## config.mk

```make
export PLATFORM = sky130hd
export DESIGN_NAME = out_port_buf_flat
export DESIGN_NICKNAME = d
export VERILOG_FILES = /design/src/rtl/out_port_buf_if.sv /design/src/rtl/out_port_buf.sv /design/src/flat_wrapper.sv
export SDC_FILE = /design/constraint.sdc
export NUM_CORES = 1
export LEC_CHECK = 0
export CORE_AREA = 2 2 156 158
export DETAILED_ROUTE_END_ITERATION = 8
export DIE_AREA = 0 0 158 160
export GPL_TIMING_DRIVEN = 0
export PLACE_DENSITY = 0.61
export SYNTH_ARGS = -nofsm -noshare
export SYNTH_HDL_FRONTEND = slang
export SYNTH_SLANG_ARGS = --single-unit
```

## constraint.sdc

```tcl
create_clock -name clk -period 5.7 [get_ports clk]
set_input_delay 0.57 -clock clk [delete_from_list [all_inputs] [get_ports clk]]
set_output_delay 0.57 -clock clk [all_outputs]
set_load 0.01 [all_outputs]
```

## src/rtl/out_port_buf_if.sv

```systemverilog
// ---------------------------------------------------------------------------
// out_port_buf_if
//   Bundles the arbiter-side and link-side signals of one router output port.
//
//   Arbiter / input buffer side:
//     gnt         [4:0]      one-hot grant, [4]=N [3]=S [2]=E [1]=W [0]=PE
//     din_n/s/e/w/pe         head flits of the five input buffers
//     in_pop      [4:0]      pop strobes back to the input buffers
//     outbuf_full            FIFO full, blocks further grants
//   Link side:
//     so / dout / ri         send-valid, link data, downstream ready
//   Status:
//     count       [AW:0]     FIFO occupancy
//     err                    sticky protocol error (only with OUTBUF_ERR_EN)
//
//   Link handshake: a flit moves on a rising edge where so=1 and ri=1; while
//   ri=0 the sender keeps so high and dout stable (no retraction).
//
//   Modports: master = upstream driver (arbiter/input buffers/link sink),
//             slave  = the out_port_buf block.
// ---------------------------------------------------------------------------
interface out_port_buf_if #(
    parameter int DATA_W = 64,
    parameter int AW     = 1
);
    logic [4:0]        gnt;
    logic [DATA_W-1:0] din_n;
    logic [DATA_W-1:0] din_s;
    logic [DATA_W-1:0] din_e;
    logic [DATA_W-1:0] din_w;
    logic [DATA_W-1:0] din_pe;
    logic [4:0]        in_pop;
    logic              outbuf_full;
    logic              so;
    logic [DATA_W-1:0] dout;
    logic              ri;
    logic [AW:0]       count;
`ifdef OUTBUF_ERR_EN
    logic              err;

    modport master (
        output gnt, din_n, din_s, din_e, din_w, din_pe, ri,
        input  in_pop, outbuf_full, so, dout, count, err
    );
    modport slave (
        input  gnt, din_n, din_s, din_e, din_w, din_pe, ri,
        output in_pop, outbuf_full, so, dout, count, err
    );
`else
    modport master (
        output gnt, din_n, din_s, din_e, din_w, din_pe, ri,
        input  in_pop, outbuf_full, so, dout, count
    );
    modport slave (
        input  gnt, din_n, din_s, din_e, din_w, din_pe, ri,
        output in_pop, outbuf_full, so, dout, count
    );
`endif
endinterface

```

## src/rtl/out_port_buf.sv

```systemverilog
// ---------------------------------------------------------------------------
// out_port_buf
//   Output stage of one router port. The flit picked by the arbiter's one-hot
//   grant is written into a DEPTH-entry FIFO; the FIFO head drives the
//   inter-router link with a send/ready handshake.
//
//   Ports:
//     clk     rising-edge clock
//     reset   synchronous, active-high; clears pointers/occupancy (and err)
//     bus     out_port_buf_if.slave (gnt, din_*, in_pop, outbuf_full,
//             so, dout, ri, count, err)
//
//   Optional feature: define OUTBUF_ERR_EN to add the sticky bus.err flag,
//   set by a non-one-hot grant or by any grant while the FIFO is full.
// ---------------------------------------------------------------------------
module out_port_buf #(
    parameter int DATA_W = 64,
    parameter int DEPTH  = 2,
    parameter int AW     = 1
) (
    input  logic           clk,
    input  logic           reset,
    out_port_buf_if.slave  bus
);

    logic [AW-1:0]     wr_ptr_q, wr_ptr_d;
    logic [AW-1:0]     rd_ptr_q, rd_ptr_d;
    logic [AW:0]       count_q,  count_d;
    logic [DATA_W-1:0] mem_q [DEPTH];
    logic [DATA_W-1:0] mem_d [DEPTH];

    logic [DATA_W-1:0] sel;
    logic              full;
    logic              push;
    logic              pop;

    // Full comes only from registered occupancy so the arbiter's grant can
    // depend on it without forming a combinational loop.
    assign full = (count_q == (AW+1)'(DEPTH));

    // AND-OR mux: for a legal one-hot grant this is the granted flit.
    always_comb begin
        sel = ({DATA_W{bus.gnt[4]}} & bus.din_n)
            | ({DATA_W{bus.gnt[3]}} & bus.din_s)
            | ({DATA_W{bus.gnt[2]}} & bus.din_e)
            | ({DATA_W{bus.gnt[1]}} & bus.din_w)
            | ({DATA_W{bus.gnt[0]}} & bus.din_pe);
    end

    assign push = (bus.gnt != 5'd0) && !full;
    assign pop  = (count_q != '0) && bus.ri;

    always_comb begin
        wr_ptr_d = wr_ptr_q;
        rd_ptr_d = rd_ptr_q;
        count_d  = count_q;
        mem_d    = mem_q;
        if (push) begin
            mem_d[wr_ptr_q] = sel;
            wr_ptr_d        = wr_ptr_q + AW'(1);   // wraps at DEPTH (power of two)
        end
        if (pop) begin
            rd_ptr_d = rd_ptr_q + AW'(1);
        end
        case ({push, pop})
            2'b10:   count_d = count_q + (AW+1)'(1);
            2'b01:   count_d = count_q - (AW+1)'(1);
            default: count_d = count_q;
        endcase
    end

    always_ff @(posedge clk) begin
        if (reset) begin
            wr_ptr_q <= '0;
            rd_ptr_q <= '0;
            count_q  <= '0;
        end else begin
            wr_ptr_q <= wr_ptr_d;
            rd_ptr_q <= rd_ptr_d;
            count_q  <= count_d;
        end
    end

    // Storage needs no reset: an entry is only visible once count covers it.
    always_ff @(posedge clk) begin
        mem_q <= mem_d;
    end

    assign bus.in_pop      = push ? bus.gnt : 5'd0;
    assign bus.outbuf_full = full;
    assign bus.so          = (count_q != '0);
    assign bus.dout        = mem_q[rd_ptr_q];
    assign bus.count       = count_q;

`ifdef OUTBUF_ERR_EN
    logic err_q, err_d;
    logic gnt_multi;

    // More than one grant bit set: clearing the lowest set bit leaves non-zero.
    assign gnt_multi = ((bus.gnt & (bus.gnt - 5'd1)) != 5'd0);

    always_comb begin
        err_d = err_q;
        if ((bus.gnt != 5'd0) && (gnt_multi || full)) begin
            err_d = 1'b1;
        end
    end

    always_ff @(posedge clk) begin
        if (reset) begin
            err_q <= 1'b0;
        end else begin
            err_q <= err_d;
        end
    end

    assign bus.err = err_q;
`endif

endmodule

```

## src/flat_wrapper.sv

```systemverilog
// flat-port wrapper written by rule: the top's interface ports become plain ports
module out_port_buf_flat 
#(
    parameter int DATA_W = 64,
    parameter int DEPTH  = 2,
    parameter int AW     = 1
)
  (clk, reset, bus_gnt, bus_din_n, bus_din_s, bus_din_e, bus_din_w, bus_din_pe, bus_ri, bus_in_pop, bus_outbuf_full, bus_so, bus_dout, bus_count);
  out_port_buf_if #(.DATA_W(DATA_W), .AW(AW)) bus_i ();
  input  logic clk;
  input  logic reset;
  input wire logic [$bits(bus_i.gnt)-1:0] bus_gnt;
  input wire logic [$bits(bus_i.din_n)-1:0] bus_din_n;
  input wire logic [$bits(bus_i.din_s)-1:0] bus_din_s;
  input wire logic [$bits(bus_i.din_e)-1:0] bus_din_e;
  input wire logic [$bits(bus_i.din_w)-1:0] bus_din_w;
  input wire logic [$bits(bus_i.din_pe)-1:0] bus_din_pe;
  input wire logic [$bits(bus_i.ri)-1:0] bus_ri;
  output wire logic [$bits(bus_i.in_pop)-1:0] bus_in_pop;
  output wire logic [$bits(bus_i.outbuf_full)-1:0] bus_outbuf_full;
  output wire logic [$bits(bus_i.so)-1:0] bus_so;
  output wire logic [$bits(bus_i.dout)-1:0] bus_dout;
  output wire logic [$bits(bus_i.count)-1:0] bus_count;
  assign bus_i.gnt = bus_gnt;
  assign bus_i.din_n = bus_din_n;
  assign bus_i.din_s = bus_din_s;
  assign bus_i.din_e = bus_din_e;
  assign bus_i.din_w = bus_din_w;
  assign bus_i.din_pe = bus_din_pe;
  assign bus_i.ri = bus_ri;
  assign bus_in_pop = bus_i.in_pop;
  assign bus_outbuf_full = bus_i.outbuf_full;
  assign bus_so = bus_i.so;
  assign bus_dout = bus_i.dout;
  assign bus_count = bus_i.count;
  out_port_buf #(.DATA_W(DATA_W), .DEPTH(DEPTH), .AW(AW)) u_core (.clk(clk), .reset(reset), .bus(bus_i));
endmodule
```

After elaboration in Yosys (flattened, before gate mapping)
Cells that the tools add are included.
- register bits after elaboration: 132
- output and inout port bits: 73
- latch bits: 0
- bits of input ports: 328
- memory bits (writable): 0
- bits in read-only memories: 0
- memories kept: 0
- shifts and indexed selects: 0
- add/subtract/negate cells: 4
- multipliers: 0
- divide/modulo/power cells: 0
- bitwise operators: 11
- mux-type cells: 8
- equality and inequality tests: 3
- order comparisons: 3
- reduce and logical (&&, ||, !) cells: 7
- operator list (operator ; count):
    64-bit bitwise AND ; 5
    64-bit two-way mux ; 4
    64-bit bitwise OR ; 4
    128-bit bitwise mux ; 1
    64-bit demux with 1-bit select ; 1
    5-bit two-way mux ; 1
    5-bit nonzero test ; 1
    2-bit == test (second input constant) ; 2
    2-bit greater-or-equal comparator (second input constant) ; 2
    1-bit inverter with 2-bit output ; 2
    2-bit case mux with 2 select lines ; 1
    2-bit nonzero test ; 2
    1-bit logical AND ; 3
    1-bit adder (second input constant) ; 2
    2-bit by 1-bit adder with 2-bit output (second input constant) ; 1
    2-bit by 1-bit == test with 1-bit output (second input constant) ; 1
    2-bit by 1-bit < comparator with 1-bit output (second input constant) ; 1
    2-bit by 1-bit subtractor with 2-bit output (second input constant) ; 1
    1-bit zero test ; 1

Logic depth before layout (Yosys ltp)
- depth in word-level cells: 6
- mapped depth: 7
- mapped depth without buffers: 7

Worst setup path after synthesis
No wires, ideal clock.
- path kind: register to register
- from: register u_core.count_q[0], in the netlist u_core.bus.count[0]
- to: register u_core.mem_q[0] (netlist bit) (enable)
- cell stages (with the launch flop): 5
- data required time: 5.214 ns
- setup slack: 1.613 ns
- buffers on the path: 0
- data arrival time: 3.601 ns
- cell sequence: dfxtp_1 -> nand2b_4 -> clkinv_2 -> a21o_1 -> nor2_1
- word-level cells in the longest chain between the ends: 3
- ends and longest elaborated chain (what ; RTL line ; source):
    from (decl) ; out_port_buf.sv:28 ; logic [AW:0] count_q, count_d;
    from (signal assigned) ; out_port_buf.sv:80 ; count_q <= count_d;
    2-bit == test ; out_port_buf.sv:39 ; assign full = (count_q == (AW+1)'(DEPTH));
    net bus_outbuf_full ; flat_wrapper.sv:20 ; output wire logic [$bits(bus_i.outbuf_full)-1:0] bus_outbuf_full;
    1-bit zero test ; out_port_buf.sv:50 ; assign push = (bus.gnt != 5'd0) && !full;
    1-bit logical AND ; out_port_buf.sv:50 ;
    to (signal assigned) ; out_port_buf.sv:86 ; mem_q <= mem_d;
    to (decl) ; out_port_buf.sv:29 ; logic [DATA_W-1:0] mem_q [DEPTH];
The timed path passes the listed nets, and every way through them passes these cells.
A chain may end at the register's enable or synchronous reset.

Worst setup path after layout
- from: input bus_gnt[4]
- to: output bus_in_pop[4]
- word-level cells in the longest chain between the ends: 3
- ends and longest elaborated chain (what ; RTL line ; source):
    from (decl) ; flat_wrapper.sv:12 ; input wire logic [$bits(bus_i.gnt)-1:0] bus_gnt;
    5-bit nonzero test ; out_port_buf.sv:50 ;
    1-bit logical AND ; out_port_buf.sv:50 ;
    5-bit two-way mux (*) ; out_port_buf.sv:89 ; assign bus.in_pop = push ? bus.gnt : 5'd0;
    to (decl) ; flat_wrapper.sv:19 ; output wire logic [$bits(bus_i.in_pop)-1:0] bus_in_pop;
Mark *: on every way between the ends. The rest lies on a longest branch, timed or not.

==> results by group <==
Clock network
  • Quantity of hold-fixing buffers added after cts: 0
  • Largest buffer count on any clock path: 2
  • Clock Root Buffer: sky130_fd_sc_hd__clkbuf_16
  • Level count of the clock H-tree: 4
  • Post-CTS Resized: 0
  • Clock insertion delay at the later pin of the skew report: just over 0.4 ns
  • CTS buffer count: 17
  • Clock transition at path regs: about 0.060 ns
  • Clock tree from TritonCTS: yes
  • Clk sinks: between 100 and 150
  • Number of buffers inserted to repair setup after CTS: 0

Detailed routing
  • Number of optimization iterations in the first detailed-route pass: 9
  • Vias per cell: roughly 5
  • DR vias: 6016
  • Routed len/inst: between 15 and 20 um
  • Final ANT Viol Nets: 0
  • DRC errors left: 0
  • WL final: around 23000 um
  • Initial DRC Count: around 650

Yosys
  • Top cells by instance count after synthesis: sky130_fd_sc_hd__edfxtp_1, sky130_fd_sc_hd__a222oi_1, sky130_fd_sc_hd__a22oi_1, sky130_fd_sc_hd__mux2_2, sky130_fd_sc_hd__nand2_1
  • Biggest area consumer among synthesized cells: sky130_fd_sc_hd__edfxtp_1
  • Sequential-to-total area share from yosys stat: 0.616
  • Synth Flop Type: sky130_fd_sc_hd__edfxtp_1
  • Synthesized Nets: between 700 and 800
  • EDFF count, synth: 128
  • Top post-synthesis cells by area: sky130_fd_sc_hd__edfxtp_1, sky130_fd_sc_hd__mux2_2, sky130_fd_sc_hd__a222oi_1
  • Total of flip-flops plus latches after synthesis: about 130
  • Adder-cell share of the synthesized area: 0.00196
  • Synthesized area per cell: between 10 and 15 um^2
  • Distinct cell type count after synthesis: 27
  • Post-synth design cell area: between 6000 and 7000 um^2
  • Dominant cell by count in the synthesized netlist: sky130_fd_sc_hd__edfxtp_1
  • Fraction of registers with async set or reset after synthesis: 0
  • Combinational family with the most area after synthesis: compound AO/OA/AOI/OAI gates
  • Top cell type's share of synthesized area: 0.603
  • Xor/xnor share of the synthesized area: 0.00412
  • Number of warnings printed during yosys synthesis: 0
  • Area share of and/or/nand/nor cells after synthesis: 0.0560
  • Synthesized netlist cell count: 459
  • Compound-Gate Fraction of Synth Area: 0.180
  • Mux contribution to synthesized area: 0.113

Timing
  • Max-Slew Margin vs Limit: 0.294
  • Slew @ Worst Pin: roughly 1.1 ns
  • Final critical delay including setup and external delays: ~3.5 ns
  • Smallest setup slack after layout: between 2 and 2.5 ns
  • Total setup violations reported at the end of the flow: 0
  • Final period utilization: 0.613
  • Setup repair after global routing missed its margin: false
  • Worst clock skew: 0.0110 ns
  • Minimum hold slack: between 0.6 and 0.7 ns
  • Final slew viol count: 0
  • Fin. Hold Viols: 0
  • Highest clock rate: around 290 MHz

Floorplan
  • Starting Density: 0.267
  • Floorplan die width: between 150 and 200 um
  • Die outline height: roughly 160 um
  • IO Pins: around 400
  • Row Count: 57
  • Area of the core: between 20000 and 25000 um^2
  • Die ar.: about 25000 um^2

Power and ir drop
  • Maximum ir drop on the vdd rail: 215 uV
  • Pwr/cell area: 379 nW/um^2
  • Leakage dissipation: around 3.9 nW

Finish
  • Number of inserted filler cells in the final layout: approximately 2200
  • Share of layout cells above drive strength 1: 0.130
  • Final design instance area without fill: 11500 um^2
  • Synthesis-to-finish area growth: 80.0%
  • Utilization of the core after routing: 0.481
  • Cell Count, Final, Fillers Out: roughly 1200
  • Layout Nets: between 1000 and 1500
  • Antenna diode count: 0

Setup path
  • Gate family responsible for the most delay along the worst path: buffers and inverters
  • Kind of launch point of the worst setup path: input pin
  • Number of buffer and inverter stages on the critical path: 4
  • Worst setup path class: input pin to primary output
  • Cell repeated most along the worst path: sky130_fd_sc_hd__clkdlybuf4s50_1
  • Largest stage delay on the critical path: between 0.7 and 0.8 ns
  • CP Cell Sequence: clkdlybuf4s50_1 -> clkbuf_1 -> buf_2 -> and2_1 -> clkdlybuf4s50_1
  • Endpoint required time on the critical path: roughly 5.1 ns
  • Nature of the critical path endpoint: primary output
  • Critical path peak fanout: 10
  • Cell type of the slowest stage on the worst timing path: sky130_fd_sc_hd__clkbuf_1
  • Worst path arrival time: 2.92 ns

Global route
  • Number of global-route vias before repair: a little over 6000
  • Wire length of the first global-routing pass: approximately 33000 um
  • Overflow left after global routing: 0
  • Overall routing resource usage: 0.177
  • Pin count of the biggest net entering global routing: 31
  • Number of antenna violations at the first check in global routing: 0

Place
  • Worst slack after detailed placement: 2.18 ns
  • Post-DP Area: roughly 11000 um^2
  • Count of input and output buffers: 400
  • Dpl cells: 1187
  • Gp weighted congestion: 0.871
  • Detail Placement HPWL: roughly 18000 um

Flow run
  • Max-cap violations: 0

Outcome
  • Run status: finished clean

Hold path
  • Hold Crit Class: flip-flop to flip-flop
==> power breakdown <==
group | total, mW | internal (mW) | switching [mW] | leakage [nW]
clock network | 1.08 | 0.684 | 0.395 | 0.279
registers | 1.53 | 1.46 | 0.0678 | 1.16
logic | 1.74 | 0.931 | 0.804 | 2.44
==> state kept, by name, summed over array words and instances (netlist names) <==
register and cells:
u_core.bus.count 2, u_core.rd_ptr_q 1, u_core.mem_q 128, u_core.wr_ptr_q 1
==> cells in the final DEF, fill, tap and decap left out, drive strengths merged, types with 2 or more instances in the layout <==
master and instances:
clkbuf 39, nor4 2, dfxtp 4, mux2 64, xnor2 2, nor3 2
nor2 5, clkdlybuf4s50 400, edfxtp 128, clkinvlp 3, nand2 64, a222oi 64
bufinv 3, and2 5, clkinv 8, buf 25, a22oi 64
==> worst reg2reg max path, stage by stage (launching register included) <==
cell	delay (ns)
sky130_fd_sc_hd__dfxtp_1	0.44
sky130_fd_sc_hd__nand2b_4	0.22
sky130_fd_sc_hd__clkinv_2	0.09
sky130_fd_sc_hd__a21o_1	0.24
sky130_fd_sc_hd__nor2_4	0.32
sky130_fd_sc_hd__buf_12	0.25
==> layer usage <==
metal,track usage,share of wire,vias to the layer above
li1,-,-,2802
met1,0.199,0.38,2887
met2,0.321,0.52,292
met3,0.0461,0.073,35
met4,0.0573,0.021,0
met5,0,0,-
==> worst paths after layout <==
path,from,endpoint,depth (start not counted),slack [ns]
max,bus_gnt[4],bus_in_pop[4],5,2.21
min,u_core.bus.count[1]$_SDFFE_PP0P_,u_core.bus.count[1]$_SDFFE_PP0P_,2,0.61
max reg2reg,u_core.bus.count[0]$_SDFFE_PP0P_,u_core.mem_q[95]$_DFFE_PP_,5,3.79
min reg2reg,u_core.bus.count[1]$_SDFFE_PP0P_,u_core.bus.count[1]$_SDFFE_PP0P_,2,0.61
==> final cells by class <==
cell class	instances	area [um^2]	share of cell area
clock inverters	13	161	0.0141
flip-flops and latches	132	3920	0.342
plain buffers	42	175	0.0153
well taps	324	405	0.0354
clock buffers	18	429	0.0374
multi-input cells	283	2280	0.199
inverters	2	8.76	0.000764
repair buffers	404	4080	0.356
==> cell families after synthesis <==
kind of cell,Yosys count
compound gates,132
flops,132
simple gates,83
mux,64
buf+inv,44
xor+xnor,3
fa+ha+maj,1
==> stage by stage <==
step,power [mW],TNS [ns]
2_1_floorplan,2.33,0
3_3_place_gp,3.29,-74.54
3_5_place_dp,3.31,0
4_1_cts,4.42,0
5_1_grt,4.56,0
6_report,4.35,0
(Power assumes the default switching activity.)
